[config.mk]
export PLATFORM = sky130hd
export DESIGN_NAME = tmds_multi_encoder
export DESIGN_NICKNAME = d
export VERILOG_FILES = /design/src/rtl/tmds_pkg.sv /design/src/rtl/tmds_lane.sv /design/src/rtl/tmds_multi_encoder.sv
export SDC_FILE = /design/constraint.sdc
export NUM_CORES = 1
export LEC_CHECK = 0
export CAP_MARGIN = 20
export CORE_MARGIN = 5
export CORE_UTILIZATION = 50
export CTS_BUF_LIST = sky130_fd_sc_hd__clkbuf_8
export CTS_CLUSTER_DIAMETER = 40
export DETAILED_ROUTE_END_ITERATION = 6
export PLACE_DENSITY = 0.75
export SLEW_MARGIN = 5
export SYNTH_ARGS = -nofsm -noshare
export SYNTH_HDL_FRONTEND = slang
export SYNTH_SLANG_ARGS = --single-unit
[constraint.sdc]
create_clock -name clk -period 8.98 [get_ports clk]
set_clock_uncertainty 0.05 [all_clocks]
set_input_delay 1.796 -clock clk [delete_from_list [all_inputs] [get_ports clk]]
set_output_delay 1.796 -clock clk [all_outputs]
set_load 0.005 [all_outputs]
[src/rtl/tmds_pkg.sv]
// rtl/tmds_pkg.sv - shared TMDS mode encoding, fixed symbols and helper functions
package tmds_pkg;

    typedef enum logic [2:0] {
        MODE_CTRL   = 3'd0,
        MODE_VIDEO  = 3'd1,
        MODE_VID_GB = 3'd2,
        MODE_TERC4  = 3'd3,
        MODE_DI_GB  = 3'd4
    } mode_e;

    localparam logic [9:0] CTL0  = 10'b1101010100;
    localparam logic [9:0] CTL1  = 10'b0010101011;
    localparam logic [9:0] CTL2  = 10'b0101010100;
    localparam logic [9:0] CTL3  = 10'b1010101011;
    localparam logic [9:0] VGB_0 = 10'b1011001100;
    localparam logic [9:0] VGB_1 = 10'b0100110011;
    localparam logic [9:0] DGB   = 10'b0100110011;

    function automatic logic [9:0] terc4(input logic [3:0] d);
        logic [9:0] s;
        case (d)
            4'h0: s = 10'b1010011100;
            4'h1: s = 10'b1001100011;
            4'h2: s = 10'b1011100100;
            4'h3: s = 10'b1011100010;
            4'h4: s = 10'b0101110001;
            4'h5: s = 10'b0100011110;
            4'h6: s = 10'b0110001110;
            4'h7: s = 10'b0100111100;
            4'h8: s = 10'b1011001100;
            4'h9: s = 10'b0100111001;
            4'hA: s = 10'b0110011100;
            4'hB: s = 10'b1011000110;
            4'hC: s = 10'b1010001110;
            4'hD: s = 10'b1001110001;
            4'hE: s = 10'b0101100011;
            default: s = 10'b1011000011;
        endcase
        return s;
    endfunction

    function automatic logic [3:0] popcount8(input logic [7:0] d);
        logic [3:0] c;
        c = '0;
        for (int i = 0; i < 8; i++) c = c + {3'b000, d[i]};
        return c;
    endfunction

    function automatic logic [4:0] popcount10(input logic [9:0] d);
        logic [4:0] c;
        c = '0;
        for (int i = 0; i < 10; i++) c = c + {4'b0000, d[i]};
        return c;
    endfunction

endpackage

[src/rtl/tmds_lane.sv]
// rtl/tmds_lane.sv - one TMDS lane: stage-1 transition minimisation, stage-2 DC balance
module tmds_lane
    import tmds_pkg::*;
#(
    parameter int LANE_IDX = 0,
    parameter int RD_W     = 5
) (
    input  logic       clk,
    input  logic       rst_n,
    input  logic       ce,
    input  logic [2:0] mode,
    input  logic [7:0] vd,
    input  logic [1:0] cd,
    input  logic [3:0] aux,
    output logic [9:0] tmds
);

    mode_e            mode_n;
    logic [3:0]       n1_vd;
    logic             use_xnor;
    logic [8:0]       qm_d, qm_q;
    logic [3:0]       n1qm_d, n1qm_q;
    logic [9:0]       sym_d, sym_q;
    mode_e            mode_q;

    logic             invert;
    logic [4:0]       ones;
    logic [9:0]       tmds_d, tmds_q;
    logic [RD_W-1:0]  rd_d, rd_q;

    always_comb begin
        mode_n   = (mode > 3'd4) ? MODE_CTRL : mode_e'(mode);
        n1_vd    = popcount8(vd);
        use_xnor = (n1_vd > 4'd4) || ((n1_vd == 4'd4) && !vd[0]);
        qm_d     = '0;
        qm_d[0]  = vd[0];
        for (int i = 1; i < 8; i++)
            qm_d[i] = use_xnor ? ~(qm_d[i-1] ^ vd[i]) : (qm_d[i-1] ^ vd[i]);
        qm_d[8]  = ~use_xnor;
        n1qm_d   = popcount8(qm_d[7:0]);
        case (mode_n)
            MODE_VID_GB: sym_d = (LANE_IDX % 3 == 1) ? VGB_1 : VGB_0;
            MODE_TERC4:  sym_d = terc4(aux);
            MODE_DI_GB:  sym_d = (LANE_IDX % 3 == 0) ? terc4(aux) : DGB;
            default: begin
                case (cd)
                    2'b00:   sym_d = CTL0;
                    2'b01:   sym_d = CTL1;
                    2'b10:   sym_d = CTL2;
                    default: sym_d = CTL3;
                endcase
            end
        endcase
    end

    always_ff @(posedge clk or negedge rst_n) begin
        if (!rst_n) begin
            qm_q   <= '0;
            n1qm_q <= '0;
            sym_q  <= CTL0;
            mode_q <= MODE_CTRL;
        end else if (ce) begin
            qm_q   <= qm_d;
            n1qm_q <= n1qm_d;
            sym_q  <= sym_d;
            mode_q <= mode_n;
        end
    end

    // Non-video symbols pass through and restart the disparity at zero.
    always_comb begin
        tmds_d = sym_q;
        rd_d   = '0;
        invert = 1'b0;
        ones   = '0;
        if (mode_q == MODE_VIDEO) begin
            if ((rd_q == '0) || (n1qm_q == 4'd4)) begin
                tmds_d = {~qm_q[8], qm_q[8], qm_q[8] ? qm_q[7:0] : ~qm_q[7:0]};
            end else begin
                invert = (!rd_q[RD_W-1] && (n1qm_q > 4'd4)) ||
                         ( rd_q[RD_W-1] && (n1qm_q < 4'd4));
                tmds_d = {invert, qm_q[8], invert ? ~qm_q[7:0] : qm_q[7:0]};
            end
            ones = popcount10(tmds_d);
            rd_d = rd_q + RD_W'({ones, 1'b0}) - RD_W'(10);
        end
    end

    always_ff @(posedge clk or negedge rst_n) begin
        if (!rst_n) begin
            tmds_q <= CTL0;
            rd_q   <= '0;
        end else if (ce) begin
            tmds_q <= tmds_d;
            rd_q   <= rd_d;
        end
    end

    assign tmds = tmds_q;

endmodule

[src/rtl/tmds_multi_encoder.sv]
// rtl/tmds_multi_encoder.sv - NCH lock-step HDMI TMDS lanes with shared pipeline-valid flag
module tmds_multi_encoder
    import tmds_pkg::*;
#(
    parameter int NCH  = 3,
    parameter int RD_W = 5
) (
    input  logic              clk,
    input  logic              rst_n,
    input  logic              ce,
    input  logic [2:0]        mode,
    input  logic [8*NCH-1:0]  vd,
    input  logic [2*NCH-1:0]  cd,
    input  logic [4*NCH-1:0]  aux,
    output logic [10*NCH-1:0] tmds,
    output logic              tmds_valid
);

    logic [1:0] valid_q, valid_d;

    for (genvar g = 0; g < NCH; g++) begin : g_lane
        tmds_lane #(
            .LANE_IDX (g),
            .RD_W     (RD_W)
        ) u_lane (
            .clk   (clk),
            .rst_n (rst_n),
            .ce    (ce),
            .mode  (mode),
            .vd    (vd[8*g +: 8]),
            .cd    (cd[2*g +: 2]),
            .aux   (aux[4*g +: 4]),
            .tmds  (tmds[10*g +: 10])
        );
    end

    // Two-deep shift of ones tracks when real data reaches the lane outputs.
    assign valid_d = {valid_q[0], 1'b1};

    always_ff @(posedge clk or negedge rst_n) begin
        if (!rst_n)
            valid_q <= '0;
        else if (ce)
            valid_q <= valid_d;
    end

    assign tmds_valid = valid_q[1];

endmodule

# Word level (Yosys, flattened, before mapping)
# Memories as Yosys holds them, arrays and structs flattened.
# Cells that the tools add are included.
# op_classes
muxes	46
n_reduce_logical	31
add_sub_neg	75
bitwise	51
mul	0
magnitude_cmp	10
eq_ne	16
n_shift	0
div	0
# ops
op	n
$add A4 B1 Y4	60
$pmux W10 S3	5
$mux W10	9
$mux W8	6
$not A1 Y1	27
$eq A4 B3 Y1 const B	6
$gt A4 B3 Y1 const B	6
$not A8 Y8	3
$mux W1	21
$xor A1 B1 Y1	21
$pmux W10 S2	1
$add A1 B1 Y2	9
$add A5 B5 Y5	3
$logic_not A5 Y1	3
$mux W5	3
$sub A5 B4 Y5 const B	3
$lt A4 B3 Y1 const B	3
$logic_and A1 B1 Y1	9
$logic_or A1 B1 Y1	9
$eq A2 B1 Y1 const B	3
$eq A2 B2 Y1 const B	3
$eq A3 B2 Y1 const B	2
$logic_not A1 Y1	6
$logic_not A2 Y1	3
other kinds (5)	5
# totals
memories	4
register_bits	119
output_inout_bits	31
latchBits	0
ram_bits	0
rom_bits	640
# mem_list
name	depth	word_bits	rd	rd_clocked_by_memory_dff	wr	line	rtl
(no name shown)	16	10	1	0	0	tmds_pkg.sv:22	case (d)
(no name shown)	16	10	1	0	0	tmds_pkg.sv:22	
(no name shown)	16	10	1	0	0	tmds_pkg.sv:22	
(no name shown)	16	10	1	0	0	tmds_pkg.sv:22	

# Depth between registers and ports, before layout
# Gate-level depths: netlist of run 1.
# depth
word_depth	30
mapped_depth	23

# Modules after synthesis
# From an unflattened synthesis of run 1, not the netlist that was laid out.
# hier_totals
hier_cells	958
area_unflattened_um2	9346.5
# by_module_without_submodules
mod	instances	seq_area_each_um2	area_each_um2	cells_per_inst
tmds_lane (g_lane[1].u_lane)	1	1013.5	3215.6	330
tmds_lane (g_lane[0].u_lane)	1	1013.5	3044.2	314
tmds_lane (g_lane[2].u_lane)	1	1013.5	3015.4	310
tmds_multi_encoder	1	50.0	71.3	4

# Worst setup path after synthesis of run 1
# No wires, ideal clock.
# synth_path
path_type	in2reg
startpoint	input vd[0]
endpoint	register g_lane[0].u_lane.n1qm_q[1]
required_time_ps	8805
stages	18
setup_time_ps	125
arrival_ps	7186
path_slack_ps	1619
n_path_buf	0
cell_sequence	ha_1 inv_1 fa_1 fa_1 inv_1 fa_1 fa_1 or3b_2 a22oi_2 xnor2_1 ha_1 inv_1 fa_1 inv_1 fa_1 fa_1 fa_1 mux2_2
# synth_via
elab_chain_len	30
word_cells_on_any_way	40
cone_classes	14 x add/sub; 1 x order compare; 1 x eq/ne; 7 x mux; 14 x bitwise; 3 x reduce/logical
# synth_lines
element	line	rtl
start: declaration	tmds_multi_encoder.sv:12	input logic [8*NCH-1:0] vd,
branches (longest 10 deep; another with $add A4 B1 Y4)	-	
$mux W1 (*)	tmds_lane.sv:38	qm_d[i] = use_xnor ? ~(qm_d[i-1] ^ vd[i]) : (qm_d[i-1] ^ vd[i]);
named net g_lane[0].u_lane.qm_d[1]	tmds_lane.sv:21	logic [8:0] qm_d, qm_q;
branches (longest 18 deep; another with $add A4 B1 Y4)	-	
$add A4 B1 Y4 (*)	tmds_pkg.sv:46	for (int i = 0; i < 8; i++) c = c + {3'b000, d[i]};
named net g_lane[0].u_lane.n1qm_d[1]	tmds_lane.sv:22	logic [3:0] n1qm_d, n1qm_q;
end signal: assignment	tmds_lane.sv:64	n1qm_q <= n1qm_d;
end: declaration	tmds_lane.sv:22	
# Mark *: on every way through the listed nets, which the timed path passes.
# A chain may end at the register's enable or synchronous reset.

# Worst setup path in the final report of run 1
# layout_path
startpoint	input vd[16]
endpoint	register g_lane[2].u_lane.n1qm_q[2]
# layout_via
elab_chain_len	30
word_cells_on_any_way	40
cone_classes	14 x add/sub; 1 x order compare; 1 x eq/ne; 7 x mux; 14 x bitwise; 3 x reduce/logical
# layout_lines
element	line
branches (longest 10 deep; another with $add A4 B1 Y4)	-
$mux W1 (*)	tmds_lane.sv:38
named net g_lane[2].u_lane.qm_d[1]	tmds_lane.sv:21
branches (longest 18 deep; another with $add A4 B1 Y4)	-
$add A4 B1 Y4 (*)	tmds_pkg.sv:46
end signal: assignment	tmds_lane.sv:64
end: declaration	tmds_lane.sv:22
# Marks and branches as above.

==> reports/results.tsv, run 1 <==
metric	value	unit
status	finished, final reports clean	
pre-CTS setup slack	818	ps
post-detail-place hpwl	15000	um
minimum clock period after layout	7670	ps
Resize count post-CTS	0	
dominant synthesized flop cell	dfrtp_1	
final instance area	10600	sq um
drt first pass iters	5	
die height	146	um
vias per cell	5.47	
drt first-iter violations	538	
syn nets	1170	
Worst Tran Pin Value	904	ps
vias in the first global route	6854	
Reg-to-Reg Start	g_lane[0].u_lane.rd_q[4]	
gr ovfl total	0	
GR Util met1	27.2	%
busiest grt layer	met2	
cts hold-fix bufs	0	
area share of the largest cell type after synthesis	23.4	%
layout cells sized above 1	10.0	%
H-tree depth	4	
max cap viols	0	
IO buf count	78	
num rows	49	
CTS Sinks	116	
data required time of the worst path	9250	ps
Final GP Congestion	0.840	
post-CTS setup repair buffer count	0	
crit path launch	vd[16]	
FF/Latch Area	2940	sq um
TritonCTS buffer count	17	
slew margin rel.	39.7	%
Yosys cell types	63	
unrepaired setup endpoints after global routing	false	
largest area contributor in the netlist	dfrtp_1	
Total Neg Setup Slack	0	ps
Layout area overhead	15.1	%
worst setup path endpoint	g_lane[2].u_lane.n1qm_q[2]	
Starting Density	51.0	%
Root Buffer Master	clkbuf_8	
post-synthesis sequential area ratio	32.0	%
flop-to-flop setup slack	2290	ps
CP arrival	7940	ps
Hold Path Depth	2	
CTS tree	yes	
final worst-path cycle share	85.4	%
worst reg-to-reg path cell count	22	
grt met3 use	3.36	%
Final #Nets	1225	
Final Non-Filler Cells	1295	
first-pass GRT wire length	33900	um
largest net degree at the start of global routing	97	
number of synthesized flops with an enable pin	0	
Final Hold Vio Count	0	
fmax	130	MHz
Worst Setup End Kind	flop	
initial antenna violation count	0	
largest cells by area after synthesis	dfrtp_1 23%, ha_1 11%, fa_1 9.8%	
Hold Path Class	reg2reg	
I/O pin cnt	79	
final setup vio count	0	
worst-case clock buffer depth	2	
Avg WL per Cell	15.4	um
Syn. warnings	0	
GRT met2 Usage	29.5	%
Die Wd	146	um
fill count	1588	
FF+latch count, synth	116	
final setup margin	1310	ps
vias	7080	
worst-skew pair later-pin latency	440	ps
die footprint	21200	sq um
Clock transition at path regs	70	ps
placed cells	1262	
startpoint types	primary input	
Setup Crit Path Kind	in2reg	
Synth Area per Inst	9.21	sq um
dpl cell area	10100	sq um
Synth async-reset ratio	100	%
FF-to-FF End	g_lane[0].u_lane.rd_q[4]	
n_diodes	0	
drt drc	0	
DRT antenna net count	0	
Core Area	18000	sq um
GRT Overall Usage	19.1	%
Post-Route WL	19900	um
Mapped Cells	998	
Synth Cell Area	9190	sq um
Multi-input gate area	5530	sq um
crit path max fanout	5	
max-slew violation count	0	
-- worst min path at each step --
stage	start	slack (ps)	endpoint
detailed placement	valid_q[0]	440	valid_q[0]
global placement	valid_q[0]	400	valid_q[0]
floorplan	valid_q[0]	380	valid_q[0]
CTS	g_lane[0].u_lane.tmds[8]	450	g_lane[0].u_lane.tmds[8]
global route	valid_q[0]	460	valid_q[0]
finish	g_lane[1].u_lane.tmds[8]	450	g_lane[1].u_lane.tmds[8]
-- cells in the mapped netlist, drive strengths merged, types with 6 or more instances --
| library cell | n |
|---|---|
| a21oi | 63 |
| a31oi | 7 |
| buf | 8 |
| clkbuf | 40 |
| dfrtp | 86 |
| dfstp | 30 |
| fa | 45 |
| ha | 79 |
| inv | 141 |
| mux2 | 18 |
| mux2i | 20 |
| nand2 | 47 |
| nand2b | 6 |
| nand3 | 16 |
| nor2 | 103 |
| nor2b | 10 |
| nor3 | 12 |
| o211ai | 8 |
| o21a | 12 |
| o21ai | 67 |
| o221ai | 21 |
| o22a | 8 |
| or3 | 9 |
| xnor2 | 51 |
| xor2 | 18 |
-- area by class of cell --
class	instances	area share, %
tap	229	2.71
clock inverter	11	1.49
clock buffer	21	2.73
inverter	141	5.00
multi-input combinational	693	52.3
timing repair buffer	84	7.98
sequential	116	27.8
-- critical path, stage by stage --
cell             delay [ps]
clkdlybuf4s50_1         480
ha_1                    340
inv_1                   100
fa_1                    430
fa_1                    490
inv_1                    50
fa_1                    400
fa_1                    440
nor3b_1                 250
o21ai_0                 110
a21o_1                  260
xnor2_1                 160
ha_1                    280
inv_1                    40
fa_1                    470
inv_1                    50
fa_1                    500
inv_1                    50
fa_1                    400
fa_1                    400
xnor2_1                 150
mux2_2                  280
-- metrics by stage --
step	hold slack, ps	utilization, %
3_3_place_gp	402	56.1
3_5_place_dp	439	56.1
6_report	445	58.7
2_1_floorplan	381	-
4_1_cts	449	58.5
5_1_grt	460	58.7
-- cells by family after synthesis --
kind of cell             count (synthesis)  share of synthesized area [%]
AO/OA/AOI/OAI                          232                           16.2
AND/OR/NAND/NOR                        228                           11.6
buffers and inverters                  189                           7.98
adder cells (fa/ha/maj)                124                           20.6
flip-flops                             116                           32.0
XOR/XNOR                                71                           7.33
multiplexers                            38                           4.38
-- layout by cell type, fill, tap and decap left out, types with 3 or more instances in the layout --
cell / n
o21ai_0: 64
clkdlybuf4s50_1: 76
mux2_2: 18
a31oi_1: 7
clkinv_2: 3
nor3_1: 12
ha_1: 79
xnor2_2: 3
o22a_1: 8
clkbuf_8: 21
a211oi_1: 4
xnor2_1: 48
nand2b_1: 6
o211ai_1: 8
o22ai_1: 4
o221ai_1: 21
dfrtp_1: 86
nor2b_1: 10
o21a_1: 12
a21oi_1: 62
dfstp_2: 30
nand3_1: 16
bufinv_16: 4
nand2_1: 47
o21bai_1: 3
a21o_1: 4
buf_4: 6
nand3b_1: 5
o2bb2ai_1: 4
or3_1: 9
a31o_2: 3
nor3b_1: 4
a2bb2oi_1: 4
inv_1: 143
xor2_1: 18
o2111ai_1: 4
or2_2: 3
fa_1: 45
nor2_1: 103
mux2i_1: 20
-- registers in the layout (all words and copies together) (netlist names) --
signal,cells
g_lane.u_lane.mode_q,3
g_lane.u_lane.rd_q,12
g_lane.u_lane.tmds,30
g_lane.u_lane.sym_q,30
g_lane.u_lane.qm_q,27
valid_q,2
g_lane.u_lane.n1qm_q,12
-- layer usage --
metal	share of wire, %	vias up
li1	-	3463
met1	48	3447
met2	46	146
met3	4.5	24
met4	1.7	0
met5	0	-
Power of run 1 is not shown: default switching activity piles up to over one toggle a cycle in this logic, so the estimate is an artifact.
==> inputs of run 2 (changes only) <==
clock period = 9.6 ns   (was 8.98 ns; I/O delays follow)
==> run 2 against run 1 <==
  * Cell count is the same
  * Worst setup slack gained 470 ps
  * Global-route usage grew 0.20 points
  * Count of clock-buffer cells in the layout shrank 4
  * Final area shrank 0.85%
  * Utilization shrank 0.50 points
  * Die area is the same
  * Non-clock buffer count is the same
  * Via count shrank 0.75%
  * Hold slack lost 18 ps
  * Sequential share of layout area grew 0.24 points
  * Critical endpoint is now g_lane[0].u_lane.n1qm_q[1]
  * Highest routed layer unchanged
==> reports/results.tsv, run 2 (synthesized netlist as in run 1, its figures left out) <==
metric	value	unit	change
Starting Density	51.0	%	unchanged
Final GP Congestion	0.839		was 0.840
layout cells sized above 1	10.2	%	was 10.0%
gr ovfl total	0		unchanged
Hold Path Class	reg2reg		unchanged
status	finished, final reports clean		unchanged
placed cells	1262		unchanged
Worst Setup End Kind	flop		unchanged
I/O pin cnt	79		unchanged
Final Hold Vio Count	0		unchanged
unrepaired setup endpoints after global routing	false		unchanged
Setup Crit Path Kind	in2reg		unchanged
Avg WL per Cell	15.4	um	about the same
n_diodes	0		unchanged
H-tree depth	4		unchanged
most common cell after layout, fill and taps aside	inv_1		unchanged
post-CTS setup repair buffer count	0		unchanged
IO buf count	78		unchanged
drt first pass iters	5		unchanged
data required time of the worst path	9880	ps	was 9250 ps
Root Buffer Master	clkbuf_8		unchanged
vias	7027		was 7080
worst-skew pair later-pin latency	450	ps	was 440 ps
drt first-iter violations	485		was 538
first-pass GRT wire length	34200	um	was 33900 um
max-slew violation count	0		unchanged
vias in the first global route	6836		was 6854
crit path max fanout	5		unchanged
Final Non-Filler Cells	1295		unchanged
Resize count post-CTS	0		unchanged
Die Wd	146	um	unchanged
final setup vio count	0		unchanged
final worst-path cycle share	81.5	%	
most frequent cells in the layout	141 x inv_1, 103 x nor2_1, 86 x dfrtp_1, 79 x ha_1, 76 x clkdlybuf4s50_1		was 143 x inv_1, 103 x nor2_1, 86 x dfrtp_1, 79 x ha_1, 76 x clkdlybuf4s50_1
worst-case clock buffer depth	2		unchanged
vias per cell	5.43		was 5.47
TritonCTS buffer count	17		unchanged
Core Area	18000	sq um	unchanged
initial antenna violation count	0		unchanged
largest net degree at the start of global routing	97		unchanged
CTS Sinks	116		unchanged
GRT Overall Usage	19.3	%	was 19.1%
minimum clock period after layout	7820	ps	
die footprint	21200	sq um	unchanged
fmax	128	MHz	
startpoint types	primary input		unchanged
slew margin rel.	39.2	%	was 39.7%
post-detail-place hpwl	14900	um	was 15000 um
num rows	49		unchanged
Post-Route WL	20000	um	was 19900 um
CTS tree	yes		unchanged
cts hold-fix bufs	0		unchanged
max cap viols	0		unchanged
CP arrival	8100	ps	was 7940 ps
Clock transition at path regs	80	ps	was 70 ps
DRT antenna net count	0		unchanged
die height	146	um	unchanged
Layout area overhead	14.1	%	was 15.1%
Worst Tran Pin Value	913	ps	was 904 ps
Total Neg Setup Slack	0	ps	unchanged
drt drc	0		unchanged
Final #Nets	1225		unchanged
## run 2: worst max-delay path: stages
cell and delay [ps]:
clkdlybuf4s50_1 490, ha_1 380, inv_1 70, fa_1 450
fa_1 500, inv_1 50, fa_1 400, fa_1 430
or3b_2 490, a22oi_2 310, xnor2_1 140, ha_1 290
inv_1 50, fa_1 490, inv_1 50, fa_1 480
fa_1 420, fa_1 430, mux2_2 270
## run 2: metal layers
metal	global-route usage, %	vias to the layer above	routed length (um)
li1	-	3481	-
met1	28.0	3391	9720
met5	0	-	0
met4	6.44	0	381
met2	29.0	132	9040
met3	3.74	23	845
## run 2: cell type report
type                    count  area (sq um)
well taps                 229           287
clock inverters            15           123
multi-input cells         693          5530
clock buffers              17           234
flip-flops and latches    116          2940
inverters                 141           529
fillers                  1586          7540
repair buffers             84           845
## run 2: final timing paths
kind	from	end	slack, ps	depth (start not counted)
setup / recovery	vd[0]	g_lane[0].u_lane.n1qm_q[1]	1780	19
hold / removal	valid_q[0]	valid_q[0]	430	1
setup reg to reg	g_lane[0].u_lane.rd_q[4]	g_lane[0].u_lane.rd_q[4]	2890	22
hold reg to reg	valid_q[0]	valid_q[0]	430	1
max in group asynchronous	rst_n	g_lane[1].u_lane.tmds[8]	7040	3
min in group asynchronous	rst_n	valid_q[1]	1350	1
## run 2: metrics by stage
stage	cell area, sq um	setup slack (ps)	hold slack (ps)	utilization, %
2_1_floorplan	9190	2120	381	-
3_3_place_gp	10100	1470	402	56.1
3_5_place_dp	10100	1290	409	56.1
4_1_cts	10500	1780	429	58.0
5_1_grt	10500	1500	435	58.2
6_report	10500	1780	427	58.2
Power of run 2 is left out for the same reason.
